`config.mk`:
```
export PLATFORM = sky130hd
export DESIGN_NAME = sync_fifo
export DESIGN_NICKNAME = d
export VERILOG_FILES = /design/src/rtl/sync_fifo_ram.sv /design/src/rtl/sync_fifo.sv
export SDC_FILE = /design/constraint.sdc
export NUM_CORES = 1
export LEC_CHECK = 0
export CAP_MARGIN = 20
export CORE_AREA = 2 2 220 222
export CTS_CLUSTER_DIAMETER = 100
export DETAILED_ROUTE_END_ITERATION = 8
export DIE_AREA = 0 0 222 224
export HOLD_SLACK_MARGIN = 0.1
export PLACE_DENSITY_LB_ADDON = 0.08
export SLEW_MARGIN = 20
export SYNTH_ARGS = -nofsm -noshare
export SYNTH_HDL_FRONTEND = slang
export SYNTH_SLANG_ARGS = --single-unit
```
`constraint.sdc`:
```
create_clock -name clk -period 4.8 [get_ports clk]
set_input_delay 1.2 -clock clk [delete_from_list [all_inputs] [get_ports clk]]
set_output_delay 1.2 -clock clk [all_outputs]
set_load 0.02 [all_outputs]
```
`src/rtl/sync_fifo_ram.sv`:
```
// Storage array for sync_fifo: one synchronous write port and one asynchronous read port.
// Contents are never reset; the pointer and count logic in the parent decides what is valid.
module sync_fifo_ram #(
  parameter int PTR_BITS = 5,
  parameter int WIDTH    = 16
) (
  input  logic                clk,
  input  logic                i_we,
  input  logic [PTR_BITS-1:0] i_waddr,
  input  logic [WIDTH-1:0]    i_wdata,
  input  logic [PTR_BITS-1:0] i_raddr,
  output logic [WIDTH-1:0]    o_rdata
);

  localparam int DEPTH = 1 << PTR_BITS;

  logic [WIDTH-1:0] r_mem [DEPTH];

  always_ff @(posedge clk) begin
    if (i_we) begin
      r_mem[i_waddr] <= i_wdata;
    end
  end

  // The read is combinational, so a same-cycle write never bypasses onto the read port.
  assign o_rdata = r_mem[i_raddr];

endmodule

```
`src/rtl/sync_fifo.sv`:
```
// Single-clock request FIFO with registered read data, occupancy count and sticky error flags.
// Full and empty are decoded from the count, so equal pointers after a wrap are never ambiguous.
module sync_fifo #(
  parameter int PTR_BITS = 5,
  parameter int WIDTH    = 16
) (
  input  logic                clk,
  input  logic                rst_n,
  input  logic                push,
  input  logic [WIDTH-1:0]    data_in,
  output logic                full,
  input  logic                pop,
  output logic [WIDTH-1:0]    data_out,
  output logic                empty,
  input  logic                flush,
  output logic [PTR_BITS:0]   count,
  output logic                overflow,
  output logic                underflow
);

  localparam int                DEPTH     = 1 << PTR_BITS;
  localparam logic [PTR_BITS:0] DEPTH_CNT = (PTR_BITS + 1)'(DEPTH);

  logic [PTR_BITS-1:0] r_wr_ptr;
  logic [PTR_BITS-1:0] r_rd_ptr;
  logic [PTR_BITS:0]   r_count;
  logic [WIDTH-1:0]    r_data_out;
  logic                r_overflow;
  logic                r_underflow;

  logic                w_pop_ok;
  logic                w_push_ok;
  logic                w_we;
  logic [WIDTH-1:0]    w_rdata;

  assign empty = (r_count == '0);
  assign full  = (r_count == DEPTH_CNT);

  // A push into a full FIFO is still accepted when a pop frees a slot in the same cycle.
  assign w_pop_ok  = pop && !empty;
  assign w_push_ok = push && (!full || w_pop_ok);
  assign w_we      = rst_n && !flush && w_push_ok;

  sync_fifo_ram #(
    .PTR_BITS (PTR_BITS),
    .WIDTH    (WIDTH)
  ) u_ram (
    .clk     (clk),
    .i_we    (w_we),
    .i_waddr (r_wr_ptr),
    .i_wdata (data_in),
    .i_raddr (r_rd_ptr),
    .o_rdata (w_rdata)
  );

  always_ff @(posedge clk) begin
    if (!rst_n) begin
      r_wr_ptr    <= '0;
      r_rd_ptr    <= '0;
      r_count     <= '0;
      r_data_out  <= '0;
      r_overflow  <= 1'b0;
      r_underflow <= 1'b0;
    end else if (flush) begin
      r_wr_ptr <= '0;
      r_rd_ptr <= '0;
      r_count  <= '0;
    end else begin
      if (w_push_ok) begin
        r_wr_ptr <= r_wr_ptr + 1'b1;
      end else if (push) begin
        r_overflow <= 1'b1;
      end
      if (w_pop_ok) begin
        r_data_out <= w_rdata;
        r_rd_ptr   <= r_rd_ptr + 1'b1;
      end else if (pop) begin
        r_underflow <= 1'b1;
      end
      if (w_push_ok && !w_pop_ok) begin
        r_count <= r_count + 1'b1;
      end else if (w_pop_ok && !w_push_ok) begin
        r_count <= r_count - 1'b1;
      end
    end
  end

  assign data_out  = r_data_out;
  assign count     = r_count;
  assign overflow  = r_overflow;
  assign underflow = r_underflow;

endmodule

```
After elaboration in Yosys (flattened, before gate mapping). Memories as Yosys holds them, arrays and structs flattened. A register that Yosys moved wholly into a read port is not among the register bits. Cells that the tools add are included.

Add/subtract/negate cells: 4. Multiply operators: 0. Divide/modulo/power cells: 0. Magnitude comparators: 0. Eq/ne operators: 1. Shifts and indexed selects: 0. Multiplexer cells: 4. Bitwise gates (word level): 4. Reductions and logical operators: 19.

Operator list (count): 2-to-1 mux 6 bit (2); adder 5 x 1 -> 5 bit, second input constant (2); adder 6 x 1 -> 6 bit, second input constant (1); equality test 6 bit, second input constant (1); logical AND 1 bit (6); zero test 1 bit (6); zero test 6 bit (1); AND reduction 3 bit (2); subtractor 6 x 1 -> 6 bit, second input constant (1); inverter 1 bit (4); 2-to-1 mux 1 bit (2); AND reduction 2 bit (1); nonzero test 2 bit (1); OR reduction 2 bit (1); logical OR 1 bit (1).

Register bits after elaboration: 18. Bits in latches: 0. RAM bits: 512. Memory bits (read-only): 0. Bits of input ports: 21. Output and inout port bits: 26. Logic and storage cells: 38. Memories kept: 1.

Memories: u_ram.r_mem (words 32, bits a word 16, read ports 1, clocked after memory_dff 1, write ports 1, RTL line sync_fifo_ram.sv:17) `logic [WIDTH-1:0] r_mem [DEPTH];`.

Logic depth before layout (Yosys ltp). Gate-level depths: netlist of the first run.

Word-level depth: 9. Gate-level depth with buffers: 12. Mapped depth without buffers: 12.

Modules after synthesis. From an unflattened synthesis of the first run, not the netlist that was laid out.

Cell total of the unflattened synthesis: 1299. Area, all modules: 21904.8 sq um.

By module, submodules not included: sync_fifo_ram (instances 1, cells each 1127, area each 20215.6 sq um, sequential area each 15374.7 sq um); sync_fifo (instances 1, cells each 172, area each 1689.1 sq um, sequential area each 680.7 sq um).

Least setup slack after synthesis of the first run. Ideal clock, no wire load.

Path kind: input-to-reg. Start: input pop. End: register r_count[4], in the netlist count[4]. Setup time: 0.071 ns. Data arrival time: 3.223 ns. Data required time: 4.729 ns. Slack: 1.506 ns. Stages: 12. Path buffers: 0. Path through: inv_1 nand4_1 nand2_1 inv_2 ha_1 inv_1 ha_1 nor2b_1 o21a_1 o21ai_0 or3b_2 a21oi_1.

Word-level cells in the longest chain between the ends: 6. Elaborated cells between the ends (all ways): 9. Those cells by class: 1 x mux; 8 x reduce/logical.

RTL lines: start: declaration (RTL line sync_fifo.sv:12) `input logic pop,`; logical AND 1 bit (*) (RTL line sync_fifo.sv:40) `assign w_pop_ok = pop && !empty;`; logical OR 1 bit (*) (RTL line sync_fifo.sv:41) `assign w_push_ok = push && (!full || w_pop_ok);`; logical AND 1 bit (*) (RTL line sync_fifo.sv:41); net w_push_ok (RTL line sync_fifo.sv:32) `logic w_push_ok;`; zero test 1 bit (RTL line sync_fifo.sv:82) `end else if (w_pop_ok && !w_push_ok) begin`; logical AND 1 bit (RTL line sync_fifo.sv:82); nonzero test 2 bit (no source line); end signal: assignment (RTL line sync_fifo.sv:81) `r_count <= r_count + 1'b1;`; end signal: assignment (RTL line sync_fifo.sv:83) `r_count <= r_count - 1'b1;`; end: declaration (RTL line sync_fifo.sv:26) `logic [PTR_BITS:0] r_count;`.

Mark *: on every way through the listed nets, which the timed path passes. The rest lies on a longest branch. A chain may end at the register's enable or synchronous reset.

Worst setup path after layout of the first run.
Start: register r_count[2], in the netlist count[2]. End: output empty.

Word-level cells in the longest chain between the ends: 1.

RTL lines: zero test 6 bit (RTL line sync_fifo.sv:36) `assign empty = (r_count == '0);`; end: declaration (RTL line sync_fifo.sv:14) `output logic empty,`.

Every way passes these cells.

==> summary.md, run 1 <==
| Metric | Value |
|---|---|
| Status | complete, no violations |
| Setup TNS | 0 ns |
| Post-DP HPWL | 27800 um |
| NetSw | 2.33 mW |
| CTS tree | yes |
| Worst slew margin | 38.8% |
| Overflow after GRT | 0 |
| CTS sink count | 546 |
| Reg2Reg Depth | 12 |
| Critical path required time | 3.60 ns |
| Clock buffer count from CTS | 57 |
| Clock network power share | 39.9% |
| Max-cap viol count | 0 |
| Die Wd | 222 um |
| Met3 WL | 2610 um |
| Die area | 49700 sq um |
| Reg2reg end | count[4]$_SDFFE_PP0P_ |
| DIE HEIGHT | 224 um |
| Routed length on met1 | 22400 um |
| Setup crit start | count[2]$_SDFFE_PP0P_ |
| Worst slew pin tran | 0.916 ns |
| Final Max Slew Viols | 0 |
| Highest Signal Layer | met4 |
| Root buffer cell | clkbuf_16 |
| Worst hold endpoint | data_out[4]$_SDFFE_PN0P_ |
| Seq. cell area | 16100 sq um |
| First-pass iteration count of the detailed router | 5 |
| FMAX | 277 MHz |
| Worst hold-check slack | 0.480 ns |
| Fin nets | 1192 |
| Worst EP arrival | 2.41 ns |
| Slowest CP cell | clkdlybuf4s50_1 |
| Synthesized area per cell | 20.1 sq um |
| Tcrit/Tclk final | 75.3% |
| Worst vdd ir | 0.388 mV |
| Hold Crit Class | flop to flop |
| Gate power share | 9.1% |
| Site Rows | 80 |
| Port bufs | 46 |
| Worst setup SP type | flop |
| Post-synth ARST share | 0% |
| Initial antenna violation count | 0 |
| Pint | 8.02 mW |
| DR vias/cell | 5.67 |
| Starting Density | 44.6% |
| Multi-input logic area | 4730 sq um |
| Hold-fix buffers, CTS | 0 |
| Core area | 47300 sq um |
| DRC Markers | 0 |
| Critical Path Max Stage Delay | 0.66 ns |
| Crit end category | output pin |
| Number of I/O pins | 47 |
| First-pass GRT wire length | 72100 um |
| Buf/Inv on CP | 1 |
| Worst setup path class | flop to output pin |
| Yosys top cell area share | 72.7% |
| Placer Congestion | 0.748 |
| Leak pwr | 7.48 nW |
| Core Util, Final | 51.4% |
| Final Setup Violations | 0 |
| Sequential fraction of design power | 51.0% |
| CP max FO | 6 |
| Routed Antenna Nets | 0 |
| Cell count after synthesis | 1050 |
| RSZ-0062 raised after global routing | no |
| Clk slew on worst S/H paths | 0.06 ns |
| Final Power | 10.4 mW |
| Setup bufs post-CTS | 0 |
| Resize count post-CTS | 0 |
| Total GRT Usage | 20.2% |
| FF-to-FF Start | count[2]$_SDFFE_PP0P_ |
| Post-Syn Area | 21100 sq um |
| Crit path cell chain | or4_1 > nor3_1 > clkdlybuf4s50_1 |
| Crit path time final | 3.61 ns |
| Power Density | 426 nW/um^2 |
| Post-synth top area cell | edfxtp_1 |
| Distinct cells, synth | 47 |
| Top post-synthesis cells by area | edfxtp_1 73%, mux4_2 9.9%, dfxtp_1 3.2% |
| Clock Skew | 0.0246 ns |
| Hold path depth | 1 |
| Yosys warns | 0 |
| Seq/Total Area, Yosys | 76.0% |
| Post-synth EDFFs | 512 |
| Routed via count | 10300 |
| Clock Tree Buf Depth | 3 |
| Worst-skew pair later-pin latency | 0.61 ns |
| Share of layout cells above drive strength 1 | 22.1% |
| Placed Instances | 1715 |
| Routed WL per cell | 27.2 um |
| FILL cells | 3773 |
| Fin cells | 1822 |
| Routed WL | 49500 um |
| Hold path startpoint | data_out[4]$_SDFFE_PN0P_ |
| Htree depth | 2 |
| Synth Register Bits | 546 |
| Hold Fails Final Rpt | 0 |
| Primary FF master, synth | edfxtp_1 |
| Largest net degree at the start of global routing | 91 |
| Cell family with most CP delay | simple AND/OR/NAND/NOR gates |
| Switching Share | 22.5% |
| Met2 WL | 23400 um |
| Layout area overhead | 15.0% |
| Iter 0 DRT Violations | 899 |
| Post-Syn Nets | 1083 |
| Flop-to-flop setup slack | 1.62 ns |
| Vias in the first global route | 10600 |
cells by family (layout without fill, tap and decap cells):
family                   after synthesis  in the layout  share of synthesized area [%]
flip-flops                           546            546                           76.0
multiplexers                         161            161                           13.4
AO/OA/AOI/OAI                        147            147                           5.42
AND/OR/NAND/NOR                      107            107                           2.33
buffers and inverters                 70            226                           1.82
adder cells (fa/ha/maj)               12             12                          0.746
XOR/XNOR                               7              7                          0.290
other                                  0              1                              0
stage by stage:
step	worst slack, ns	area (sq um)
floorplan	1.51	21100
global placement	0.776	22600
detailed placement	0.673	22600
CTS	1.15	24300
global route	1.02	24300
finish	1.19	24300
power by group through the flow:
stage / registers (mW) / clock network [mW] / logic, mW
after floorplan: 5.41 / 0 / 0.597
after global placement: 5.38 / 0 / 0.950
after detailed placement: 5.38 / 0 / 0.960
after CTS: 5.28 / 4.22 / 0.964
after global routing: 5.28 / 4.40 / 1.02
final: 5.28 / 4.13 / 0.946
state kept, by name (all words and copies together), names as in the netlist:
signal       cells
u_ram.r_mem    512
r_rd_ptr         5
count            6
r_wr_ptr         5
overflow         1
data_out        16
underflow        1
placed cells by master, fill, tap and decap left out, drive strengths merged, types with 3 or more instances in the layout:
| cell | netlist | layout |
|---|---|---|
| edfxtp | 512 | 512 |
| mux4 | 97 | 97 |
| clkbuf | 28 | 85 |
| mux2i | 64 | 64 |
| buf | 29 | 62 |
| nor2 | 47 | 47 |
| clkdlybuf4s50 | 0 | 45 |
| a21oi | 38 | 38 |
| dfxtp | 34 | 34 |
| a22o | 31 | 31 |
| nand2 | 23 | 23 |
| clkinv | 0 | 18 |
| o22ai | 16 | 16 |
| a2111oi | 16 | 16 |
| inv | 13 | 16 |
| o221ai | 15 | 15 |
| a22oi | 15 | 15 |
| ha | 11 | 11 |
| nand3 | 10 | 10 |
| o21ai | 7 | 7 |
| nand4 | 5 | 5 |
| nand3b | 5 | 5 |
| xor2 | 5 | 5 |
| nor2b | 5 | 5 |
| nor3 | 3 | 3 |
| a31oi | 3 | 3 |
layout make-up:
cell class / count / area share, %
Sequential cell: 546 / 66.1
Antenna cell: 1 / 0.0103
Tap cell: 615 / 3.16
Clock inverter: 21 / 0.432
Multi-Input combinational cell: 434 / 19.5
Inverter: 13 / 0.201
Clock buffer: 85 / 6.80
Timing Repair Buffer: 107 / 3.86
worst max-delay path by stage:
stage	end	depth (start not counted)	slack [ns]
after global placement	count[4]$_SDFFE_PP0P_	12	0.78
final	empty	3	1.19
after detailed placement	count[4]$_SDFFE_PP0P_	12	0.67
after floorplan	count[4]$_SDFFE_PP0P_	12	1.51
after global routing	count[4]$_SDFFE_PP0P_	12	1.02
after CTS	empty	3	1.15
per-layer routing:
metal  global-route usage [%]  vias to the layer above
li1                         -                     4584
met1                     28.6                     5417
met2                     32.6                      278
met3                     3.17                       55
met4                     6.10                        0
met5                        0                        -
cell usage after synthesis (6+ instances only):
master and instances:
mux4_2 93, inv_1 11, clkbuf_1 28, ha_1 11
nand3_1 10, a21oi_1 38, buf_2 8, edfxtp_1 512
nor2_1 47, nand2_1 23, a22o_1 31, buf_4 9
o221ai_1 15, o21ai_0 6, o22ai_1 16, dfxtp_1 34
a2111oi_2 15, a22oi_1 15, mux2i_1 64
Note: power is estimated with default switching activity, not from simulation.
==> run 2, diff against run 1 <==
clock period = 3.7 ns   (was 4.8 ns; I/O delays follow)
==> run 2 against run 1 <==
  * Wire length grew 0.63%
  * Clock skew decreased by 0.0047 ns
  * Sequential power is 30% higher
  * Core utilization increased by 0.29 points
  * Combinational power increased by 30%
==> summary.md, run 2 (same netlist as run 1, synthesis figures left out) <==
| Metric | Value |
|---|---|
| Status | complete, no violations (unchanged) |
| Number of I/O pins | 47 (unchanged) |
| FF-to-FF Start | count[2]$_SDFFE_PP0P_ (unchanged) |
| Hold Fails Final Rpt | 0 (unchanged) |
| Largest net degree at the start of global routing | 63 (was 91) |
| Hold Crit Class | flop to flop (unchanged) |
| Worst slew pin tran | 0.741 ns (was 0.916 ns) |
| Worst-skew pair later-pin latency | 0.61 ns (about the same) |
| Htree depth | 2 (unchanged) |
| Clock buffer count from CTS | 56 (was 57) |
| FILL cells | 3808 (was 3773) |
| Final Max Slew Viols | 0 (unchanged) |
| Worst EP arrival | 2.42 ns (was 2.41 ns) |
| Routed Antenna Nets | 0 (unchanged) |
| Fin nets | 1204 (was 1192) |
| First-pass iteration count of the detailed router | 6 (was 5) |
| Root buffer cell | clkbuf_16 (unchanged) |
| Post-DP HPWL | 28300 um (was 27800 um) |
| Resize count post-CTS | 0 (unchanged) |
| Number of flip-flops in the largest register | 512 (unchanged) |
| DR vias/cell | 5.68 (was 5.67) |
| Die area | 49700 sq um (unchanged) |
| Max-cap viol count | 0 (unchanged) |
| NetSw | 3.05 mW (was 2.33 mW) |
| Site Rows | 80 (unchanged) |
| Routed via count | 10400 (was 10300) |
| Worst vdd ir | 0.401 mV (was 0.388 mV) |
| Reg2Reg Depth | 12 (unchanged) |
| Layout area overhead | 15.7% (was 15.0%) |
| Setup bufs post-CTS | 0 (unchanged) |
| Total GRT Usage | 20.4% (was 20.2%) |
| Hold path depth | 1 (unchanged) |
| FMAX | 299 MHz |
| Share of layout cells above drive strength 1 | 22.8% (was 22.1%) |
| Final Setup Violations | 0 (unchanged) |
| Iter 0 DRT Violations | 915 (was 899) |
| Clock Skew | 0.0199 ns (was 0.0246 ns) |
| Worst setup SP type | flop (unchanged) |
| Flop-to-flop setup slack | 0.74 ns (was 1.62 ns) |
| Switching Share | 22.4% (was 22.5%) |
| Routed WL | 49800 um (was 49500 um) |
| Most flops, register | u_ram.r_mem (unchanged) |
| CP max FO | 6 (unchanged) |
| First-pass GRT wire length | 72400 um (was 72100 um) |
| Setup TNS | 0 ns (unchanged) |
| Placer Congestion | 0.733 (was 0.748) |
| Crit end category | output pin (unchanged) |
| Crit path time final | 3.35 ns |
| DIE HEIGHT | 224 um (unchanged) |
| Clock network power share | 40.6% (was 39.9%) |
| DRC Markers | 0 (unchanged) |
| Worst hold-check slack | 0.479 ns (was 0.480 ns) |
| Routed WL per cell | 27.1 um (was 27.2 um) |
| Reg2reg end | count[4]$_SDFFE_PP0P_ (unchanged) |
| Core area | 47300 sq um (unchanged) |
| Pint | 10.6 mW (was 8.02 mW) |
| Die Wd | 222 um (unchanged) |
| Critical path required time | 2.77 ns (was 3.60 ns) |
| Leak pwr | 7.56 nW (was 7.48 nW) |
| Vias in the first global route | 10500 (was 10600) |
| Most frequent cells in the layout | 512 x edfxtp_1, 93 x mux4_2, 72 x buf_4, 64 x mux2i_1, 57 x clkbuf_16 (was 512 x edfxtp_1, 93 x mux4_2, 64 x mux2i_1, 59 x buf_4, 58 x clkbuf_16) |
| Sequential fraction of design power | 50.4% (was 51.0%) |
| CTS tree | yes (unchanged) |
| Tcrit/Tclk final | 90.4% |
| Overflow after GRT | 0 (unchanged) |
| Power Density | 557 nW/um^2 (was 426 nW/um^2) |
| Gate power share | 9.0% (was 9.1%) |
| Clock Tree Buf Depth | 3 (unchanged) |
| Starting Density | 44.6% (unchanged) |
| CTS sink count | 546 (unchanged) |
| Worst setup path class | flop to output pin (unchanged) |
| Worst hold endpoint | data_out[2]$_SDFFE_PN0P_ (was data_out[4]$_SDFFE_PN0P_) |
| Commonest non-fill, non-tap cell in the layout | edfxtp_1 (unchanged) |
| Initial antenna violation count | 0 (unchanged) |
| RSZ-0062 raised after global routing | no (unchanged) |
| Worst slew margin | 50.4% (was 38.8%) |
| Port bufs | 46 (unchanged) |
| Hold-fix buffers, CTS | 0 (unchanged) |
| Clk slew on worst S/H paths | 0.06 ns (about the same) |
| Hold path startpoint | data_out[2]$_SDFFE_PN0P_ (was data_out[4]$_SDFFE_PN0P_) |
## run 2: changes by cell type in the layout (fill, tap and decap cells not counted), sizes merged
cell | previous run | this run
clkinvlp | 0 | 1
clkdlybuf4s50 | 45 | 46
clkinv | 18 | 32
bufinv | 0 | 6
clkbuf | 85 | 65
inv | 16 | 15
buf | 62 | 74
## run 2: worst max path at each step
stage | cells after the start | slack [ns] | from | end
6_report | 3 | 0.35 | count[2]$_SDFFE_PP0P_ | empty
3_3_place_gp | 13 | 0.19 | pop | count[4]$_SDFFE_PP0P_
3_5_place_dp | 13 | 0.15 | pop | count[4]$_SDFFE_PP0P_
4_1_cts | 3 | 0.31 | count[2]$_SDFFE_PP0P_ | empty
5_1_grt | 3 | 0.25 | count[2]$_SDFFE_PP0P_ | empty
2_1_floorplan | 12 | 0.68 | pop | count[4]$_SDFFE_PP0P_
## run 2: final cells by class
| class | count | area (sq um) | share of cell area, % |
|---|---|---|---|
| sequential | 546 | 16100 | 65.7 |
| timing repair buffer | 120 | 1040 | 4.26 |
| multi-input combinational | 434 | 4720 | 19.3 |
| inverter | 13 | 48.8 | 0.200 |
| tap | 615 | 769 | 3.15 |
| antenna | 1 | 2.50 | 0.0102 |
| clock buffer | 65 | 1460 | 5.96 |
| clock inverter | 41 | 345 | 1.41 |
## run 2: worst max-delay path: stages, from the launching register on
cell             delay (ns)
dfxtp_1                0.38
or4_1                  0.54
nor3_1                 0.24
clkdlybuf4s50_1        0.66
## run 2: metal layers
layer	GRT usage, %	routed length (um)
met1	29.9	23300
met2	31.9	23300
met3	3.70	2250
met4	4.95	943
met5	0	0
## run 2: through the flow
step	setup WS [ns]	utilization [%]	power (mW)	instances	area, sq um
final	0.355	51.6	13.6	1835	24500
after global routing	0.251	51.6	14.1	1834	24500
after CTS	0.310	51.6	13.8	1834	24500
after detailed placement	0.146	47.8	8.24	1728	22600
after global placement	0.187	47.8	8.24	1728	22600
after floorplan	0.681	-	7.79	1050	21100
## run 2: power groups by stage
stage,Combinational (mW),Sequential (mW),Clock (mW)
floorplan,0.775,7.01,0
global placement,1.24,6.99,0
detailed placement,1.25,7.00,0
CTS,1.25,6.86,5.65
global route,1.33,6.87,5.93
finish,1.23,6.86,5.53
==> run 3, diff against run 2 <==
CORE_AREA = 2 2 269 271   (was 2 2 220 222)
DIE_AREA = 0 0 271 273   (was 0 0 222 224)
==> run 3 against run 2 <==
  * Critical path depth did not move
  * Flip-flop and latch count unchanged
  * Count of clock-buffer cells in the layout grew 25
  * Wire length grew 14%
  * Clock power up 5.8%
  * Worst hold slack got worse by 0.0013 ns
  * First-iteration DRC count shrank 12%
  * Via count is essentially flat
  * Combinational power grew 5%
  * Core utilization decreased by 16 points
  * Critical path type unchanged
  * Largest cell class unchanged
  * Highest routed layer unchanged
==> summary.md, run 3 (same netlist as run 1, synthesis figures left out) <==
| Metric | Value |
|---|---|
| FMAX | 297 MHz (was 299 MHz) |
| Root buffer cell | clkbuf_16 (unchanged) |
| Most frequent cells in the layout | 512 x edfxtp_1, 93 x mux4_2, 69 x buf_4, 64 x mux2i_1, 61 x clkbuf_16 (was 512 x edfxtp_1, 93 x mux4_2, 72 x buf_4, 64 x mux2i_1, 57 x clkbuf_16) |
| Worst EP arrival | 2.44 ns (was 2.42 ns) |
| Layout area overhead | 19.1% (was 15.7%) |
| Critical path required time | 2.77 ns (about the same) |
| Most flops, register | u_ram.r_mem (unchanged) |
| FILL cells | 6584 (was 3808) |
| Clock Tree Buf Depth | 3 (unchanged) |
| DRC Markers | 0 (unchanged) |
| Pint | 10.8 mW (was 10.6 mW) |
| Resize count post-CTS | 0 (unchanged) |
| Hold-fix buffers, CTS | 0 (unchanged) |
| Flop-to-flop setup slack | 0.71 ns (was 0.74 ns) |
| CTS sink count | 546 (unchanged) |
| Setup TNS | 0 ns (unchanged) |
| Crit path time final | 3.36 ns (was 3.35 ns) |
| Iter 0 DRT Violations | 807 (was 915) |
| Initial antenna violation count | 0 (unchanged) |
| Htree depth | 2 (unchanged) |
| Site Rows | 98 (was 80) |
| Share of layout cells above drive strength 1 | 25.1% (was 22.8%) |
| Routed Antenna Nets | 0 (unchanged) |
| Worst slew pin tran | 0.964 ns (was 0.741 ns) |
| Sequential fraction of design power | 49.1% (was 50.4%) |
| Die area | 74000 sq um (was 49700 sq um) |
| Total GRT Usage | 15.5% (was 20.4%) |
| Slowest CP cell | clkdlybuf4s50_1 (unchanged) |
| Placer Congestion | 0.705 (was 0.733) |
| Hold Fails Final Rpt | 0 (unchanged) |
| Post-DP HPWL | 32300 um (was 28300 um) |
| Core area | 71000 sq um (was 47300 sq um) |
| Largest net degree at the start of global routing | 67 (was 63) |
| Final Setup Violations | 0 (unchanged) |
| Status | complete, no violations (unchanged) |
| Seq. cell area | 16100 sq um (unchanged) |
| Worst setup path class | flop to output pin (unchanged) |
| Routed via count | 10400 (about the same) |
| Clock Skew | 0.0148 ns (was 0.0199 ns) |
| Multi-input logic area | 4770 sq um (was 4720 sq um) |
| Die Wd | 271 um (was 222 um) |
| Leak pwr | 7.67 nW (was 7.56 nW) |
| Number of flip-flops in the largest register | 512 (unchanged) |
| Tcrit/Tclk final | 90.9% (was 90.4%) |
| Commonest non-fill, non-tap cell in the layout | edfxtp_1 (unchanged) |
| Worst hold-check slack | 0.478 ns (was 0.479 ns) |
| Hold Crit Class | flop to flop (unchanged) |
| Max-cap viol count | 0 (unchanged) |
| Setup bufs post-CTS | 0 (unchanged) |
| DIE HEIGHT | 273 um (was 224 um) |
| Worst setup SP type | flop (unchanged) |
| Number of I/O pins | 47 (unchanged) |
| Clk slew on worst S/H paths | 0.06 ns (about the same) |
| First-pass iteration count of the detailed router | 5 (was 6) |
| Worst vdd ir | 0.331 mV (was 0.401 mV) |
| Starting Density | 29.8% (was 44.6%) |
| Gate power share | 9.2% (was 9.0%) |
| Fin nets | 1212 (was 1204) |
| CP max FO | 6 (unchanged) |
| CTS tree | yes (unchanged) |
| Vias in the first global route | 10900 (was 10500) |
| Routed WL | 56900 um (was 49800 um) |
| Clock buffer count from CTS | 60 (was 56) |
| Clock network power share | 41.8% (was 40.6%) |
| Port bufs | 46 (unchanged) |
| RSZ-0062 raised after global routing | no (unchanged) |
| NetSw | 3.17 mW (was 3.05 mW) |
| Crit path cell chain | or4_1 > nor3_1 > clkdlybuf4s50_1 (unchanged) |
| Overflow after GRT | 0 (unchanged) |
| Power Density | 556 nW/um^2 (was 557 nW/um^2) |
| Worst slew margin | 35.6% (was 50.4%) |
| Worst-skew pair later-pin latency | 0.61 ns (about the same) |
| Crit end category | output pin (unchanged) |
| Critical Path Max Stage Delay | 0.66 ns (about the same) |
| Final Max Slew Viols | 0 (unchanged) |
| First-pass GRT wire length | 82000 um (was 72400 um) |
| Switching Share | 22.7% (was 22.4%) |
| Routed WL per cell | 26.0 um (was 27.1 um) |
| DR vias/cell | 4.78 (was 5.68) |
run 3: path summary, 6_finish.rpt:
kind / start / to / depth (start not counted)
max: count[1]$_SDFFE_PP0P_ / empty / 3
min: overflow$_SDFFE_PN0P_ / overflow$_SDFFE_PN0P_ / 2
max reg2reg: count[1]$_SDFFE_PP0P_ / count[4]$_SDFFE_PP0P_ / 12
min reg2reg: overflow$_SDFFE_PN0P_ / overflow$_SDFFE_PN0P_ / 2
run 3: worst max-delay path, delay by kind of cell, from the launching register on:
kind                   cells  cell delay (ns)
and+or+nand+nor            2             0.80
buffers and inverters      1             0.66
DFF                        1             0.37
run 3: area by class of cell:
cell class              instances  area share (%)
flip-flops and latches        546            63.8
multi-input cells             434            19.0
clock buffers                  90            6.93
well taps                     950            4.72
repair buffers                124            4.60
clock inverters                24           0.785
inverters                      13           0.194
diodes                          2          0.0199
run 3: metal layers:
| layer | vias up | share of wire (%) | global-route usage (%) |
|---|---|---|---|
| li1 | 4632 | - | - |
| met2 | 172 | 46 | 24.4 |
| met1 | 5559 | 49 | 22.5 |
| met3 | 65 | 3.3 | 2.50 |
| met5 | - | 0 | 0 |
| met4 | 0 | 1.6 | 3.56 |
run 3: power by group through the flow:
stage	clock network [mW]	logic [mW]	registers, mW
floorplan	0	0.775	7.01
global placement	0	1.31	7.00
detailed placement	0	1.32	7.00
CTS	6.04	1.32	6.87
global route	6.27	1.39	6.88
finish	5.85	1.29	6.87
run 3: per-stage QoR:
step	power [mW]	std cells	setup slack (ns)	instance area, sq um	utilization, %
global route	14.5	2181	0.225	25200	35.5
detailed placement	8.31	2067	0.133	23200	32.7
CTS	14.2	2181	0.281	25200	35.5
floorplan	7.79	1050	0.681	21100	-
global placement	8.31	2067	0.176	23200	32.7
finish	14.0	2183	0.335	25200	35.5
